### config.mk
export PLATFORM = sky130hd
export DESIGN_NAME = mem_dump_ctrl
export DESIGN_NICKNAME = d
export VERILOG_FILES = /design/src/rtl/mem_dump_ctrl.sv
export SDC_FILE = /design/constraint.sdc
export NUM_CORES = 1
export LEC_CHECK = 0
export BUFFER_PORTS_ARGS = -buffer_cell sky130_fd_sc_hd__buf_4
export CAP_MARGIN = 15
export CORE_MARGIN = 1.5
export CORE_UTILIZATION = 29
export CTS_BUF_LIST = sky130_fd_sc_hd__clkbuf_8
export DETAILED_ROUTE_END_ITERATION = 7
export PLACE_DENSITY = 0.62
export SYNTH_ARGS = -nofsm -noshare
export SYNTH_HDL_FRONTEND = slang
export SYNTH_SLANG_ARGS = --single-unit
### constraint.sdc
create_clock -name CLK -period 1.7 [get_ports CLK]
set_input_delay 0.51 -clock CLK [delete_from_list [all_inputs] [get_ports CLK]]
set_output_delay 0.51 -clock CLK [all_outputs]
set_load 0.01 [all_outputs]
### src/rtl/mem_dump_ctrl.sv
// mem_dump_ctrl: read-side memory dump initiator.
//
// On START (sampled in IDLE) walks word addresses 0..DEPTH-1, issues one
// single-cycle read per word, and serializes each 16-bit word as two bytes
// (high byte first) on a valid/ready byte stream feeding a UART transmitter.
// The block never writes memory.
//
// Optional build macro: MEM_DUMP_HEADER_EN
//   When defined, every dump is prefixed by a two-byte header:
//   0xA5 followed by DEPTH[7:0].
//
// Ports:
//   CLK       system clock, rising edge
//   RESET     asynchronous, active-high reset
//   START     dump request, only honoured in IDLE
//   BUSY      high in every state except IDLE
//   DONE      one-cycle pulse after the last byte is accepted
//   MEM_RD    read strobe, high only during the READ cycle
//   MEM_WR    write strobe, tied low
//   MEM_ADDR  word address (the dump address counter)
//   MEM_DATA  read data, registered by memory on the falling edge
//   TX_DATA   byte to transmitter
//   TX_VALID  TX_DATA valid
//   TX_READY  transmitter accepts a byte when TX_VALID && TX_READY
module mem_dump_ctrl #(
  parameter int DEPTH  = 10,
  parameter int ADDR_W = 11,
  parameter int DATA_W = 16
) (
  input  logic              CLK,
  input  logic              RESET,
  input  logic              START,
  output logic              BUSY,
  output logic              DONE,
  output logic              MEM_RD,
  output logic              MEM_WR,
  output logic [ADDR_W-1:0] MEM_ADDR,
  input  logic [DATA_W-1:0] MEM_DATA,
  output logic [7:0]        TX_DATA,
  output logic              TX_VALID,
  input  logic              TX_READY
);

  localparam logic [ADDR_W-1:0] LAST_ADDR = ADDR_W'(DEPTH - 1);
`ifdef MEM_DUMP_HEADER_EN
  localparam logic [7:0] HDR_MAGIC_BYTE = 8'hA5;
  localparam logic [7:0] HDR_LEN_BYTE   = 8'(DEPTH);
`endif

  typedef enum logic [2:0] {
    IDLE,
    READ,
    TX_HI,
    TX_LO,
    FINISH
`ifdef MEM_DUMP_HEADER_EN
    , HDR_MAGIC,
    HDR_LEN
`endif
  } state_t;

  state_t            state, state_n;
  logic [ADDR_W-1:0] addr, addr_n;
  logic [DATA_W-1:0] word, word_n;

  always_ff @(posedge CLK or posedge RESET) begin
    if (RESET) begin
      state <= IDLE;
      addr  <= '0;
      word  <= '0;
    end else begin
      state <= state_n;
      addr  <= addr_n;
      word  <= word_n;
    end
  end

  // Next state. TX_VALID is 1 in every byte-sending state, so an accept
  // there reduces to TX_READY alone.
  always_comb begin
    state_n = state;
    addr_n  = addr;
    word_n  = word;
    case (state)
      IDLE: begin
        if (START) begin
          addr_n  = '0;
`ifdef MEM_DUMP_HEADER_EN
          state_n = HDR_MAGIC;
`else
          state_n = READ;
`endif
        end
      end
`ifdef MEM_DUMP_HEADER_EN
      HDR_MAGIC: if (TX_READY) state_n = HDR_LEN;
      HDR_LEN:   if (TX_READY) state_n = READ;
`endif
      READ: begin
        // Memory drops MEM_DATA to 0 once MEM_RD falls, so capture it here.
        word_n  = MEM_DATA;
        state_n = TX_HI;
      end
      TX_HI: if (TX_READY) state_n = TX_LO;
      TX_LO: begin
        if (TX_READY) begin
          if (addr == LAST_ADDR) begin
            state_n = FINISH;
          end else begin
            addr_n  = addr + 1'b1;
            state_n = READ;
          end
        end
      end
      FINISH:  state_n = IDLE;
      default: state_n = IDLE;
    endcase
  end

  // Moore outputs: decoded from registered state/word only.
  always_comb begin
    BUSY     = (state != IDLE);
    DONE     = (state == FINISH);
    MEM_RD   = (state == READ);
    MEM_WR   = 1'b0;
    MEM_ADDR = addr;
    TX_VALID = 1'b0;
    TX_DATA  = 8'h00;
    case (state)
`ifdef MEM_DUMP_HEADER_EN
      HDR_MAGIC: begin TX_VALID = 1'b1; TX_DATA = HDR_MAGIC_BYTE; end
      HDR_LEN:   begin TX_VALID = 1'b1; TX_DATA = HDR_LEN_BYTE;   end
`endif
      TX_HI:   begin TX_VALID = 1'b1; TX_DATA = word[15:8]; end
      TX_LO:   begin TX_VALID = 1'b1; TX_DATA = word[7:0];  end
      default: ;
    endcase
  end

endmodule

# After elaboration in Yosys (flattened, before gate mapping)
# Cells that the tools add are included.
# W data, S select, Z words.
[classes] mux=11 addsub=1 n_reduce_logical=6 n_eq_ne=9
[ops] cell="$mux W11" count=3
[ops] cell="$pmux W11 S2" count=1
[ops] cell="$pmux W8 S2" count=1
[ops] cell="$mux W3" count=4
[ops] cell="$pmux W3 S4" count=1
[ops] cell="$add A11 B1 Y11 const B" count=1
[ops] cell="$eq A11 B4 Y1 const B" count=1
[ops] cell="$ne A2 B2 Y1 const B" count=4
[ops] cell="$eq A3 B2 Y1 const B" count=2
[ops] cell="$reduce_and A4 Y1" count=1
[ops] cell="$eq A3 B1 Y1 const B" count=1
[ops] cell="$eq A3 B3 Y1 const B" count=1
[ops] cell="$logic_not A3 Y1" count=1
[ops] cell="$reduce_and A3 Y1" count=1
[ops] cell="$reduce_bool A3 Y1" count=1
[ops] cell="$reduce_bool A2 Y1" count=1
[ops] cell="$reduce_or A2 Y1" count=1
[ops] cell="$mux W1" count=1
[totals] wordCells=30 output_inout_bits=24 ff_bits=30

# Logic depth before layout (Yosys ltp)
# Gate-level depths: netlist of run 1.
[depth] depth_word=4 ltp_mapped=6 mapped_depth_nobuf=5

# Worst setup path after synthesis of run 1
# OpenSTA, ideal clock, no wires.
[synth_path] kind="register to output" start="reg state[1]" end="out MEM_RD" setup_slack_ps=16 stages_incl_launch_ff=4 arrival_time_ps=1174 path_cell_list="dfrtp_1 > buf_6 > nor3b_2 > buf_4"
[synth_via] elab_chain_len=1
[synth_rtl] item="start: declaration" line_no="62" source="state_t state, state_n;"
[synth_rtl] item="start signal: assignment" line_no="72" source="state <= state_n;"
[synth_rtl] item="$eq A3 B1 Y1" line_no="124" source="MEM_RD = (state == READ);"
[synth_rtl] item="end: declaration" line_no="35" source="output logic MEM_RD,"
# Every way passes these cells.

# Worst setup path in the final report of run 1
[layout_path] start="reg state[0]" end="out TX_DATA[3]"
[layout_via] elab_chain_len=2 word_cells_on_any_way=3
[layout_rtl] item="$eq A3 B2 Y1" line_no="129" source="case (state)"
[layout_rtl] item="$pmux W8 S2 (*)" line_no="129"
[layout_rtl] item="end: declaration" line_no="39" source="output logic [7:0] TX_DATA,"
# Mark *: on every way between the ends. The rest lies on a longest branch, timed or not.

==> out/qor.txt, run 1 <==
post-synth top area share: 0.459
flop2flop setup slack: 0.09 ns
Async SR Flop Fraction: 1.00
Final #Nets: 239
most frequent cells in the layout: buf_4 (61), dfrtp_1 (27), mux2_2 (16)
path depth of the worst reg2reg path: 7
worst hold-check path type: in -> async
status: complete, but fails checks
worst vdd ir: 0.000569 V
drt total wl: 4000 um
starting density of the core: 0.299
worst slack at placement: 0.0210 ns
register bit total from synthesis: 30
Flop pwr share: 0.312
sw power: 0.00140 W
dominant synthesized flop cell: dfrtp_1
Antenna Diode Count: 0
Initial DRC Count: 78
crit path launch type: flip-flop
part of the cycle the worst path needs: 1.04
worst-path fanout max: 5
FF-to-FF End: MEM_ADDR[1]
Die X-Extent: 78.1 um
Inst Count DP: 275
Non-Filler Instances: 290
cts bufs inserted: 5
drt first pass iters: 4
# IOs: 44
adder-cell share of the synthesized area: 0.0153
CTS tree: yes
Syn. warnings: 0
vias in the first global route: 1316
grt ovf: 0
commonest non-fill, non-tap cell in the layout: buf_4
Synth Area in Simple Gates: 0.177
routability cong.: 0.817
H-tree lvl count: 2
crit path DAT: 1.26 ns
Core Box Area: 0.00547 sq mm
Max clock buf depth: 2
Final TNS setup: -0.442 ns
Sequential cell area: 754 sq um
detailed-placement wirelength estimate: 2810 um
sequential element share of the synthesized area: 0.459
Hold-fix buffers, CTS: 0
WHS: 0.305 ns
Setup Skew: 0.00705 ns
pwr/cell area: 1660 mW/mm^2
post-synthesis compound-gate area fraction: 0.109
Post-Syn Area: 0.00163 sq mm
syn nets: 176
cells after synthesis: 154
Area Growth Syn to Fin: 41.3%
Post-Synth XOR/XNOR Area: 0
Vias: 1388
Pint: 0.00244 W
critical path type: reg -> out
Final setup viols: 10
Tmin final: 1.77 ns
first-pass GRT wire length: 6440 um
clk_lat worst skew: 0.29 ns
Max Cap Violations: 0
clk slew on worst S/H paths: 0.07 ns
Synth cell types: 41
GRT Total Usage: 0.135
antenna-violating nets left: 0
final setup margin: -0.0685 ns
vias per inst: 4.79
area of the multi-input gates: 806 sq um
Comb pwr share: 0.530
worst r2r src: state[0]
die area: 0.00609 sq mm
DRC viols: 0
Sw Ratio: 0.364
input/output buffers: 42
Filler cells: 529
number of flops mapped to enable cells by yosys: 0
Pleak: 1.06 nW
CP Capture Type: output port
mux cell area share after synthesis: 0.172
layout cells sized above 1: 0.486
Mapped Avg Cell Area: 10.6 sq um
RSZ-0062 raised after global routing: yes
f_max: 565 MHz
violated checks: setup timing
largest family of logic cells by synthesized area: simple AND/OR/NAND/NOR gates
Cell Rows: 27
clk root buf: clkbuf_8
clk sinks: 30
Req. time, crit path: 1.19 ns
pins over their slew limit: 0
overall power: 0.00384 W
Die Y: 78.1 um
area leader, netlist: dfrtp_1
ranking of synthesized cells by area: dfrtp_1 (46%), mux2_2 (11%), mux2i_1 (6.1%)
routed wire length per instance: 13.8 um
Hold Fails Final Rpt: 0
initial antenna violation count: 0
largest net degree at the start of global routing: 31
clock share of power: 0.158
[per-layer routing]
| metal | routed length [um] | share of wire | up-vias | global-route usage |
|---|---|---|---|---|
| met5 | 0 | 0 | - | 0 |
| met1 | 1830 | 0.46 | 681 | 0.186 |
| met4 | 70 | 0.017 | 0 | 0.0589 |
| met3 | 90 | 0.022 | 6 | 0.0256 |
| li1 | - | - | 682 | - |
| met2 | 2010 | 0.50 | 19 | 0.207 |
[through the flow]
stage | util | area [sq um]
after floorplan | - | 1630
after global placement | 0.383 | 2100
after detailed placement | 0.383 | 2100
after CTS | 0.412 | 2260
after global routing | 0.422 | 2310
final | 0.422 | 2310
[synth_stat cells, types with 2 or more instances]
cell type	number
nand3_1	4
a21oi_1	4
nand2_1	10
ha_1	2
nor3_1	2
a31oi_1	9
nand2b_1	2
nand4_1	2
o21ai_0	6
buf_4	5
buf_6	2
nor2_1	11
mux2_2	16
nand4b_1	2
nor4_1	2
dfrtp_1	30
mux2i_1	10
clkbuf_1	3
and4_1	3
inv_1	8
[repair_timing]
action	in CTS	in global routing
buffers inserted	5	1
pin swaps	2	5
endpoints found under the setup margin	11	13
gates cloned	0	1
gates resized for setup	8	9
[flip-flops by register name (all words and copies together) (netlist names)]
name and flops:
MEM_ADDR 11, state 3, word 16
[power groups by stage]
| stage | logic, W | registers (W) | clock network (W) |
|---|---|---|---|
| 2_1_floorplan | 0.00112 | 0.00116 | 0 |
| 3_3_place_gp | 0.00174 | 0.00121 | 0 |
| 3_5_place_dp | 0.00177 | 0.00121 | 0 |
| 4_1_cts | 0.00190 | 0.00120 | 0.000626 |
| 5_1_grt | 0.00223 | 0.00124 | 0.000646 |
| 6_report | 0.00203 | 0.00120 | 0.000607 |
[worst max-delay path, stage by stage (launching register included)]
cell	delay [ns]
dfrtp_2	0.43
buf_6	0.15
mux2i_1	0.20
nor2_1	0.05
buf_4	0.14
[logic make-up after synthesis]
| kind of cell | Yosys count |
|---|---|
| AOI/OAI and AO/OA | 26 |
| adders and majority gates | 2 |
| buffers and inverters | 19 |
| DFF | 30 |
| muxes | 26 |
| other | 1 |
| and+or+nand+nor | 50 |
[how the worst max path moves through the flow]
stage | slack (ns) | from | to
after floorplan | 0.02 | state[1] | MEM_RD
after global placement | 0.05 | state[1] | MEM_ADDR[1]
after detailed placement | 0.02 | state[1] | MEM_ADDR[1]
after CTS | -0.08 | state[0] | TX_DATA[3]
after global routing | -0.13 | state[0] | TX_DATA[3]
final | -0.07 | state[0] | TX_DATA[3]
[area by class of cell]
class | count | share of cell area
Sequential cell | 30 | 0.327
Inverter | 8 | 0.0130
Clock buffer | 6 | 0.0358
Multi-Input combinational cell | 105 | 0.349
Clock inverter | 2 | 0.00542
Tap cell | 72 | 0.0390
Timing Repair Buffer | 67 | 0.231
(Power assumes the default switching activity.)
==> run 2, diff against run 1 <==
--- a/config.mk
+++ b/config.mk
@@ -7,9 +7,11 @@
 export LEC_CHECK = 0
 export BUFFER_PORTS_ARGS = -buffer_cell sky130_fd_sc_hd__buf_4
 export CAP_MARGIN = 15
+export CORE_ASPECT_RATIO = 1.1
 export CORE_MARGIN = 1.5
 export CORE_UTILIZATION = 29
 export CTS_BUF_LIST = sky130_fd_sc_hd__clkbuf_8
+export CTS_CLUSTER_DIAMETER = 40
 export DETAILED_ROUTE_END_ITERATION = 7
 export PLACE_DENSITY = 0.62
 export SYNTH_ARGS = -nofsm -noshare
==> constraint.sdc (replaced) <==
create_clock -name CLK -period 1.7 [get_ports CLK]
set_input_delay 0.255 -clock CLK [delete_from_list [all_inputs] [get_ports CLK]]
set_output_delay 0.255 -clock CLK [all_outputs]
set_load 0.01 [all_outputs]
==> out/qor.txt, run 2 (same netlist as run 1, synthesis figures left out) <==
commonest non-fill, non-tap cell in the layout: buf_4 (unchanged)
CP peak stage delay: 0.43 ns (about the same)
Hold Fails Final Rpt: 0 (unchanged)
Largest register FFs: 16 (unchanged)
Final setup viols: 0 (was 10)
Core Box Area: 0.00540 sq mm (was 0.00547 sq mm)
clk slew on worst S/H paths: 0.07 ns (about the same)
path depth of the worst reg2reg path: 5 (was 7)
die area: 0.00609 sq mm (about the same)
pins over their slew limit: 0 (unchanged)
WHS: 0.0588 ns (was 0.305 ns)
f_max: 607 MHz (was 565 MHz)
CP cell instances: buf_4, nor3b_4, buf_12, buf_4 (was buf_6, mux2i_1, nor2_1, buf_4)
Tmin final: 1.65 ns (was 1.77 ns)
# IOs: 44 (unchanged)
Pleak: 1.07 nW (was 1.06 nW)
Final #Nets: 239 (unchanged)
Reg with most FFs: word (unchanged)
starting density of the core: 0.303 (was 0.299)
vias per inst: 4.73 (was 4.79)
Die X-Extent: 74.6 um (was 78.1 um)
Filler cells: 541 (was 529)
cell repeated most along the worst path: buf_4
worst hold-check path type: in -> async (unchanged)
clk_lat worst skew: 0.28 ns (was 0.29 ns)
clk root buf: clkbuf_8 (unchanged)
Max clock buf depth: 2 (unchanged)
Initial DRC Count: 100 (was 78)
status: finished, final reports clean (was complete, but fails checks)
crit path DAT: 1.39 ns (was 1.26 ns)
Post-DP Area: 0.00210 sq mm (about the same)
crit path launch type: flip-flop (unchanged)
DRC viols: 0 (unchanged)
CTS tree: yes (unchanged)
final instance area: 0.00231 sq mm (about the same)
Cell Rows: 28 (was 27)
layout cells sized above 1: 0.456 (was 0.486)
overall power: 0.00390 W (was 0.00384 W)
Antenna Diode Count: 0 (unchanged)
worst vdd ir: 0.000622 V (was 0.000569 V)
antenna-violating nets left: 0 (unchanged)
input/output buffers: 42 (unchanged)
Req. time, crit path: 1.44 ns (was 1.19 ns)
part of the cycle the worst path needs: 0.968 (was 1.04)
most frequent cells in the layout: buf_4 (64), dfrtp_1 (29), mux2_2 (16) (was buf_4 (61), dfrtp_1 (27), mux2_2 (16))
Crit-path slowest cell: dfrtp_1 (was dfrtp_2)
Final TNS setup: 0 ns (was -0.442 ns)
first-pass GRT wire length: 6490 um (was 6440 um)
largest net degree at the start of global routing: 31 (unchanged)
worst-path fanout max: 10 (was 5)
initial antenna violation count: 0 (unchanged)
Max Cap Violations: 0 (unchanged)
routed wire length per instance: 13.6 um (was 13.8 um)
Sequential cell area: 752 sq um (was 754 sq um)
area of the multi-input gates: 787 sq um (was 806 sq um)
detailed-placement wirelength estimate: 2810 um (about the same)
vias in the first global route: 1378 (was 1316)
drt first pass iters: 4 (unchanged)
clk sinks: 30 (unchanged)
CP Capture Type: output port (unchanged)
Die Y: 81.7 um (was 78.1 um)
Area Growth Syn to Fin: 41.2% (was 41.3%)
Vias: 1382 (was 1388)
critical path type: reg -> out (unchanged)
Setup Skew: 0.00737 ns (was 0.00705 ns)
grt ovf: 0 (unchanged)
routability cong.: 0.860 (was 0.817)
Hold-fix buffers, CTS: 0 (unchanged)
cts bufs inserted: 5 (unchanged)
GRT Total Usage: 0.141 (was 0.135)
pwr/cell area: 1690 mW/mm^2 (was 1660 mW/mm^2)
drt total wl: 3960 um (was 4000 um)
H-tree lvl count: 2 (unchanged)
-- run 2: metrics by stage --
stage / util / cells / setup slack [ns]
detailed placement: 0.389 / 276 / 0.0469
floorplan: - / 154 / 0.0638
global route: 0.428 / 292 / -0.00441
finish: 0.428 / 292 / 0.0536
global placement: 0.389 / 276 / 0.0842
CTS: 0.413 / 283 / 0.00460
-- run 2: routing by layer --
layer,global-route usage,vias to the layer above,part of all wire
met4,0.0582,0,0.019
met5,0,-,0
li1,-,675,-
met1,0.160,678,0.41
met2,0.252,24,0.53
met3,0.0331,5,0.034
-- run 2: path summary, 6_finish.rpt --
check                              end  slack (ns)          from
setup / recovery                MEM_RD        0.05      state[1]
hold / removal                 word[0]        0.06         RESET
setup reg to reg           MEM_ADDR[7]        0.06   MEM_ADDR[4]
hold reg to reg                word[6]        0.51       word[6]
max in group asynchronous     state[0]        1.33         RESET
min in group CLK              word[10]        0.20  MEM_DATA[10]
-- run 2: critical path: cells and delay by family (launching register included) --
kind | cells | cell delay, ns
buffers and inverters | 3 | 0.45
DFF | 1 | 0.43
and+or+nand+nor | 1 | 0.23
-- run 2: cell type report --
cell class	instances	share of cell area
clock buffer	6	0.0358
clock inverter	1	0.0130
inverter	8	0.0130
multi-input combinational	105	0.341
sequential	30	0.326
tap	75	0.0407
timing repair buffer	67	0.230
-- run 2: power breakdown --
group / switching, W / total, W / internal (W)
registers: 0.000174 / 0.00116 / 0.000990
logic: 0.000892 / 0.00200 / 0.00111
clock network: 0.000263 / 0.000731 / 0.000468
total: 0.00133 / 0.00390 / 0.00257
-- run 2: timing repair --
action	4_1_cts	5_1_grt
endpoints found under the setup margin	1	11
gates resized for setup	4	1
buffers inserted	0	9
pin swaps	0	1
hold endpoints to repair	0	0
